==> config.mk <==
export PLATFORM = sky130hd
export DESIGN_NAME = ma_stage
export DESIGN_NICKNAME = d
export VERILOG_FILES = /design/src/rtl/ma_stage.sv
export SDC_FILE = /design/constraint.sdc
export NUM_CORES = 1
export LEC_CHECK = 0
export ABC_AREA = 1
export CAP_MARGIN = 15
export CORE_AREA = 5 5 153 155
export DETAILED_ROUTE_END_ITERATION = 12
export DIE_AREA = 0 0 158 160
export PLACE_DENSITY = 0.72
export SYNTH_ARGS = -nofsm -noshare
export SYNTH_HDL_FRONTEND = slang
export SYNTH_SLANG_ARGS = --single-unit
==> constraint.sdc <==
create_clock -name clk -period 1.8 [get_ports clk]
set_input_delay 0.27 -clock clk [delete_from_list [all_inputs] [get_ports clk]]
set_output_delay 0.27 -clock clk [all_outputs]
set_load 0.1 [all_outputs]
==> src/rtl/ma_stage.sv <==
// ma_stage: memory-access stage between EX and RW.
// Issues loads/stores to data memory over a registered req/ack handshake,
// stalls upstream while an access is outstanding, and registers the
// instruction bundle into the MA/RW latch.
// Optional build macro: MA_MISALIGN_TRAP_EN (misaligned ld/st trap with
// sticky misalign flag).
module ma_stage #(
  parameter int DATA_W = 32,
  parameter int CB_W   = 22
) (
  input  logic              clk,
  input  logic              rst_n,
  input  logic              in_valid,
  input  logic [DATA_W-1:0] in_PC,
  input  logic [DATA_W-1:0] in_ALU_Result,
  input  logic [DATA_W-1:0] in_op2,
  input  logic [DATA_W-1:0] in_IR,
  input  logic [CB_W-1:0]   in_controlBus,
  output logic              ma_stall,
  output logic              mem_req,
  output logic              mem_we,
  output logic [DATA_W-1:0] mem_addr,
  output logic [DATA_W-1:0] mem_wdata,
  input  logic [DATA_W-1:0] mem_rdata,
  input  logic              mem_ack,
  output logic              RW_valid,
  output logic [DATA_W-1:0] RW_PC,
  output logic [DATA_W-1:0] RW_Ld_Result,
  output logic [DATA_W-1:0] RW_ALU_Result,
  output logic [DATA_W-1:0] RW_IR,
  output logic [CB_W-1:0]   RW_controlBus
`ifdef MA_MISALIGN_TRAP_EN
  ,
  output logic              misalign
`endif
);

  typedef enum logic {
    ST_IDLE,
    ST_WAIT
  } state_t;

  state_t state, next_state;

  logic            is_mem;
  logic            trap;
  logic            mem_go;
  logic            issue;
  logic            pass;
  logic            complete;
  logic [CB_W-1:0] rw_cb_next;

  // A ld or st is any valid instruction with isSt or isLd set; isSt wins.
  assign is_mem = in_valid & (in_controlBus[0] | in_controlBus[1]);

`ifdef MA_MISALIGN_TRAP_EN
  assign trap = is_mem & (in_ALU_Result[1:0] != 2'b00);
`else
  assign trap = 1'b0;
`endif

  assign mem_go = is_mem & ~trap;

  // State register for the IDLE/WAIT handshake controller.
  always_ff @(posedge clk or negedge rst_n) begin
    if (!rst_n) state <= ST_IDLE;
    else        state <= next_state;
  end

  // Next state, stall and the one-hot action strobes for the datapath.
  always_comb begin
    next_state = state;
    ma_stall   = 1'b0;
    issue      = 1'b0;
    pass       = 1'b0;
    complete   = 1'b0;
    case (state)
      ST_IDLE: begin
        if (mem_go) begin
          ma_stall   = 1'b1;
          issue      = 1'b1;
          next_state = ST_WAIT;
        end else if (in_valid) begin
          pass = 1'b1;
        end
      end
      ST_WAIT: begin
        if (mem_ack) begin
          complete   = 1'b1;
          next_state = ST_IDLE;
        end else begin
          ma_stall = 1'b1;
        end
      end
      default: next_state = ST_IDLE;
    endcase
  end

  // Control bits to latch; a trapped access must not write back.
  always_comb begin
    rw_cb_next = in_controlBus;
    if (pass && trap) rw_cb_next[6] = 1'b0;
  end

  // Memory request registers: set on issue, held through WAIT, dropped on ack.
  always_ff @(posedge clk or negedge rst_n) begin
    if (!rst_n) begin
      mem_req   <= 1'b0;
      mem_we    <= 1'b0;
      mem_addr  <= '0;
      mem_wdata <= '0;
    end else if (issue) begin
      mem_req   <= 1'b1;
      mem_we    <= in_controlBus[0];
      mem_addr  <= in_ALU_Result;
      mem_wdata <= in_op2;
    end else if (complete) begin
      mem_req <= 1'b0;
    end
  end

  // MA/RW latch: real instruction on pass-through or ack, otherwise a bubble.
  always_ff @(posedge clk or negedge rst_n) begin
    if (!rst_n) begin
      RW_valid      <= 1'b0;
      RW_PC         <= '0;
      RW_Ld_Result  <= '0;
      RW_ALU_Result <= '0;
      RW_IR         <= '0;
      RW_controlBus <= '0;
    end else if (pass || complete) begin
      RW_valid      <= 1'b1;
      RW_PC         <= in_PC;
      RW_Ld_Result  <= (complete && !mem_we) ? mem_rdata : '0;
      RW_ALU_Result <= in_ALU_Result;
      RW_IR         <= in_IR;
      RW_controlBus <= rw_cb_next;
    end else begin
      RW_valid      <= 1'b0;
      RW_PC         <= '0;
      RW_Ld_Result  <= '0;
      RW_ALU_Result <= '0;
      RW_IR         <= '0;
      RW_controlBus <= '0;
    end
  end

`ifdef MA_MISALIGN_TRAP_EN
  // Sticky fault flag: set by any trapped ld/st, cleared only by reset.
  always_ff @(posedge clk or negedge rst_n) begin
    if (!rst_n)            misalign <= 1'b0;
    else if (pass && trap) misalign <= 1'b1;
  end
`endif

endmodule

* After elaboration in Yosys (flattened, before gate mapping) *
Index checks and enable logic that the tools add are counted.

cells by class
  reductions and logical operators = 4
  mux-type cells = 18
  bitwise operators = 3

operator list
  operator                            count
  32-bit two-way mux                  5
  22-bit two-way mux                  1
  1-bit two-way mux                   11
  1-bit case mux with 2 select lines  1
  2-bit nonzero test                  1
  1-bit bitwise AND                   1
  1-bit logical AND                   1
  1-bit logical NOT                   1
  1-bit logical OR                    1
  1-bit inverter                      1
  1-bit bitwise OR                    1

storage, ports and cells
  register bits after elaboration = 218
  word-level logic and storage cells = 36
  input port bits = 186
  output and inout port bits = 218

* Depth between registers and ports, before layout *
  depth after elaboration = 6
  gate-level depth with buffers = 7
  depth with buffers taken out = 5

* Worst setup path after synthesis *
OpenSTA, ideal clock, no wires.

  kind = register to register
  start point = register state
  end point = register state
  path buffers = 0
  data arrival time = 2577 ps
  stages on the path, launching flop included = 3
  required time = 1447 ps
  slack = -1130 ps
  library setup time = 353 ps
  clock period less this slack = 2930 ps
  path through = dfrtp_1 -> inv_1 -> o21ai_0

on the way
  cells in the longest elaborated chain, start to end = 2

RTL lines
  element                               line  source
  start: declaration                    43    state_t state, next_state;
  start signal: assignment              67    else state <= next_state;
  1-bit inverter                        n/a
  1-bit case mux with 2 select lines *  n/a
  via ma_stall                          19    output logic ma_stall,

Mark *: on every way through the listed nets, which the timed path passes. The rest lies on a longest branch.
A chain may end at the register's enable or synchronous reset.

* Worst setup path after layout *
  start point = register state
  end point = output ma_stall

on the way
  cells in the longest elaborated chain, start to end = 2

RTL lines
  element                               line  source
  1-bit inverter                        n/a
  1-bit case mux with 2 select lines *  77    case (state)
  end: declaration                      19

Every way passes the cells marked *; elsewhere a longest branch is shown, timed or not.

==> results_dict.tcl <==
set metrics [dict create \
    drt_first_pass_iters 6 \
    peakVddDrop_mv 0.989 \
    cp.required_ps 1530 \
    fin_skew_ps 14.6 \
    ys_ff_latch 218 \
    post_drt_wl_per_cell_um 17.1 \
    nets 1365 \
    post-route-min-period_ps 1760 \
    n_antenna_cell 0 \
    gp_congestion 0.828 \
    worstSkewPairLatency_ps 510 \
    grt_pass1_vias 6667 \
    cts_tree "done" \
    r2r_cells 4 \
    grt_pass1_wl_um 38400 \
    whs_ps 272 \
    arrival_ps 1490 \
    r2r_setup_slack_ps 350 \
    min_from "in_IR[3]" \
    cap_violations 0 \
    slew_headroom_pct 58.2 \
    min_path_type "input pin to register" \
    areaGrowthSynthToFinish_pct 62.9 \
    overflow 0 \
    cts_max_path_buffers 3 \
    core_um2 21700 \
    layout_common_cells "buf_4, dfrtp_1, nand2_1" \
    power_density_nw_per_um2 1370 \
    gr-usage-all-layers_pct 19.2 \
    route.antenna.remaining_nets 0 \
    worstHoldPathCells 3 \
    num_rows 54 \
    critPathLaunchType "register" \
    hpwlAfterDp_um 18700 \
    syn_nets 956 \
    clk_pin_slew_ps 60 \
    r2r_start "state$_DFF_PN0_" \
    fin_util_pct 58.3 \
    final_layout_size_suffix_gt1_share_pct 24.0 \
    setup_tns_ps 0 \
    worst_pin_slew_ps 627 \
    die_x_um 158 \
    dieHeight_um 160 \
    total_power_w 0.0173 \
    worst_r2r_endpoint "RW_controlBus[3]$_DFF_PN0_" \
    place_ws_ps 91.9 \
    ys_seq_area_share_pct 70.3 \
    yosysUniqueCellTypes 16 \
    drt_wl_total_um 25300 \
    final_common_cell "buf_4" \
    min_to "RW_IR[3]$_DFF_PN0_" \
    clockRootBuffer "clkbuf_16" \
    htree_levels 1 \
    path_class "register to output port" \
    cts_made_buffers 24 \
    p_leak_nw 6.99 \
    rsz0062_at_grt "yes" \
    routed_via_density 4.38 \
    num_vias 6453 \
    drt_iter0_drc 313 \
    setup_viol 0 \
    fin_crit_sh_pct 97.7 \
    fmax_mhz 569 \
    antenna_found_initial 1 \
    worst_slack_ps 41.5 \
    io_buffer_count 403 \
    cts_sinks 218 \
    dieArea_um2 25300 \
    cp-end-kind "output port" \
    synth_warnings 0 \
    grt_max_degree 72 \
    status "complete, no violations" \
    cp_max_fo 3 \
    ios 404 \
    synthCells 770 \
    hold_violations 0 \
    netlist_area_um2 7760 \
    syn-mean-instance-area_um2 10.1 \
    drv_slew 0 \
    start_util_pct 35.8 \
    drc 0 \
]
Yosys cell counts:
cell type / instances / share of area (%)
nand3_1: 1 / 0.064
buf_2: 25 / 1.6
buf_1: 5 / 0.24
buf_6: 2 / 0.29
nand2_1: 201 / 9.7
or2_1: 1 / 0.081
nor2_4: 2 / 0.29
a21oi_1: 117 / 7.5
o21ai_0: 1 / 0.064
nor2_2: 1 / 0.081
nand2_2: 1 / 0.081
dfrtp_1: 218 / 70
inv_1: 153 / 7.4
nor2_1: 32 / 1.5
clkbuf_1: 6 / 0.29
buf_4: 4 / 0.39
per-layer routing:
layer  track usage, %  part of all wire (%)  wire length, um  up-vias
met5                0                     0                0        -
met3             6.39                    11             2820       46
li1                 -                     -                -     3095
met4             5.39                   2.6              663        0
met1             22.3                    36             9020     3011
met2             33.8                    50            12700      301
worst max path at each step:
stage	startpoint	to	slack [ps]	cells after the start
final	state$_DFF_PN0_	ma_stall	40	4
after global routing	state$_DFF_PN0_	ma_stall	-0.2	4
after CTS	state$_DFF_PN0_	ma_stall	20	4
after detailed placement	mem_ack	RW_controlBus[3]$_DFF_PN0_	90	4
after global placement	mem_ack	RW_IR[16]$_DFF_PN0_	100	4
after floorplan	state$_DFF_PN0_	ma_stall	160	5
flip-flops by register name (all words and copies together) (netlist names):
signal / count
mem_wdata: 32
RW_Ld_Result: 32
state: 1
RW_PC: 32
mem_we: 1
RW_ALU_Result: 32
mem_addr: 32
mem_req: 1
RW_controlBus: 22
RW_valid: 1
RW_IR: 32
metrics by stage:
| stage | instances | instance area, um2 |
|---|---|---|
| after floorplan | 770 | 7760 |
| after global placement | 1430 | 11800 |
| after detailed placement | 1430 | 11800 |
| after CTS | 1472 | 12600 |
| after global routing | 1473 | 12600 |
| final | 1473 | 12600 |
area by class of cell:
| cell class | instances | area (um2) |
|---|---|---|
| tap | 280 | 350 |
| clock inverter | 8 | 97.6 |
| clock buffer | 32 | 702 |
| sequential | 218 | 5460 |
| multi-input combinational | 357 | 1550 |
| timing repair buffer | 425 | 3910 |
| fill | 1817 | 9050 |
| inverter | 153 | 574 |
repair_timing:
| action | in CTS | in global routing |
|---|---|---|
| pin swaps | 1 | 1 |
| hold buffers | 1 | 0 |
| buffers inserted | 1 | 1 |
| resized for setup | 2 | 2 |
| cloned | 0 | 0 |
| hold endpoints to repair | 61 | 0 |
| setup endpoints to repair | 1 | 1 |
cells by family after synthesis:
| group | synth area share (%) |
|---|---|
| AO/OA/AOI/OAI | 7.61 |
| buffers and inverters | 10.2 |
| AND/OR/NAND/NOR | 11.9 |
| flip-flops | 70.3 |
power breakdown:
part           internal (W)  switching (W)
Sequential          0.00545       0.000272
Combinational       0.00143        0.00518
Clock               0.00301        0.00191
Total               0.00990        0.00736
worst max-delay path, cell delays in order, from the launching register on:
cell and delay, ps:
dfrtp_2 430, nor2_4 180, nand2_4 90, o21ai_4 90, buf_12 200
Note: power is estimated with default switching activity, not from simulation.
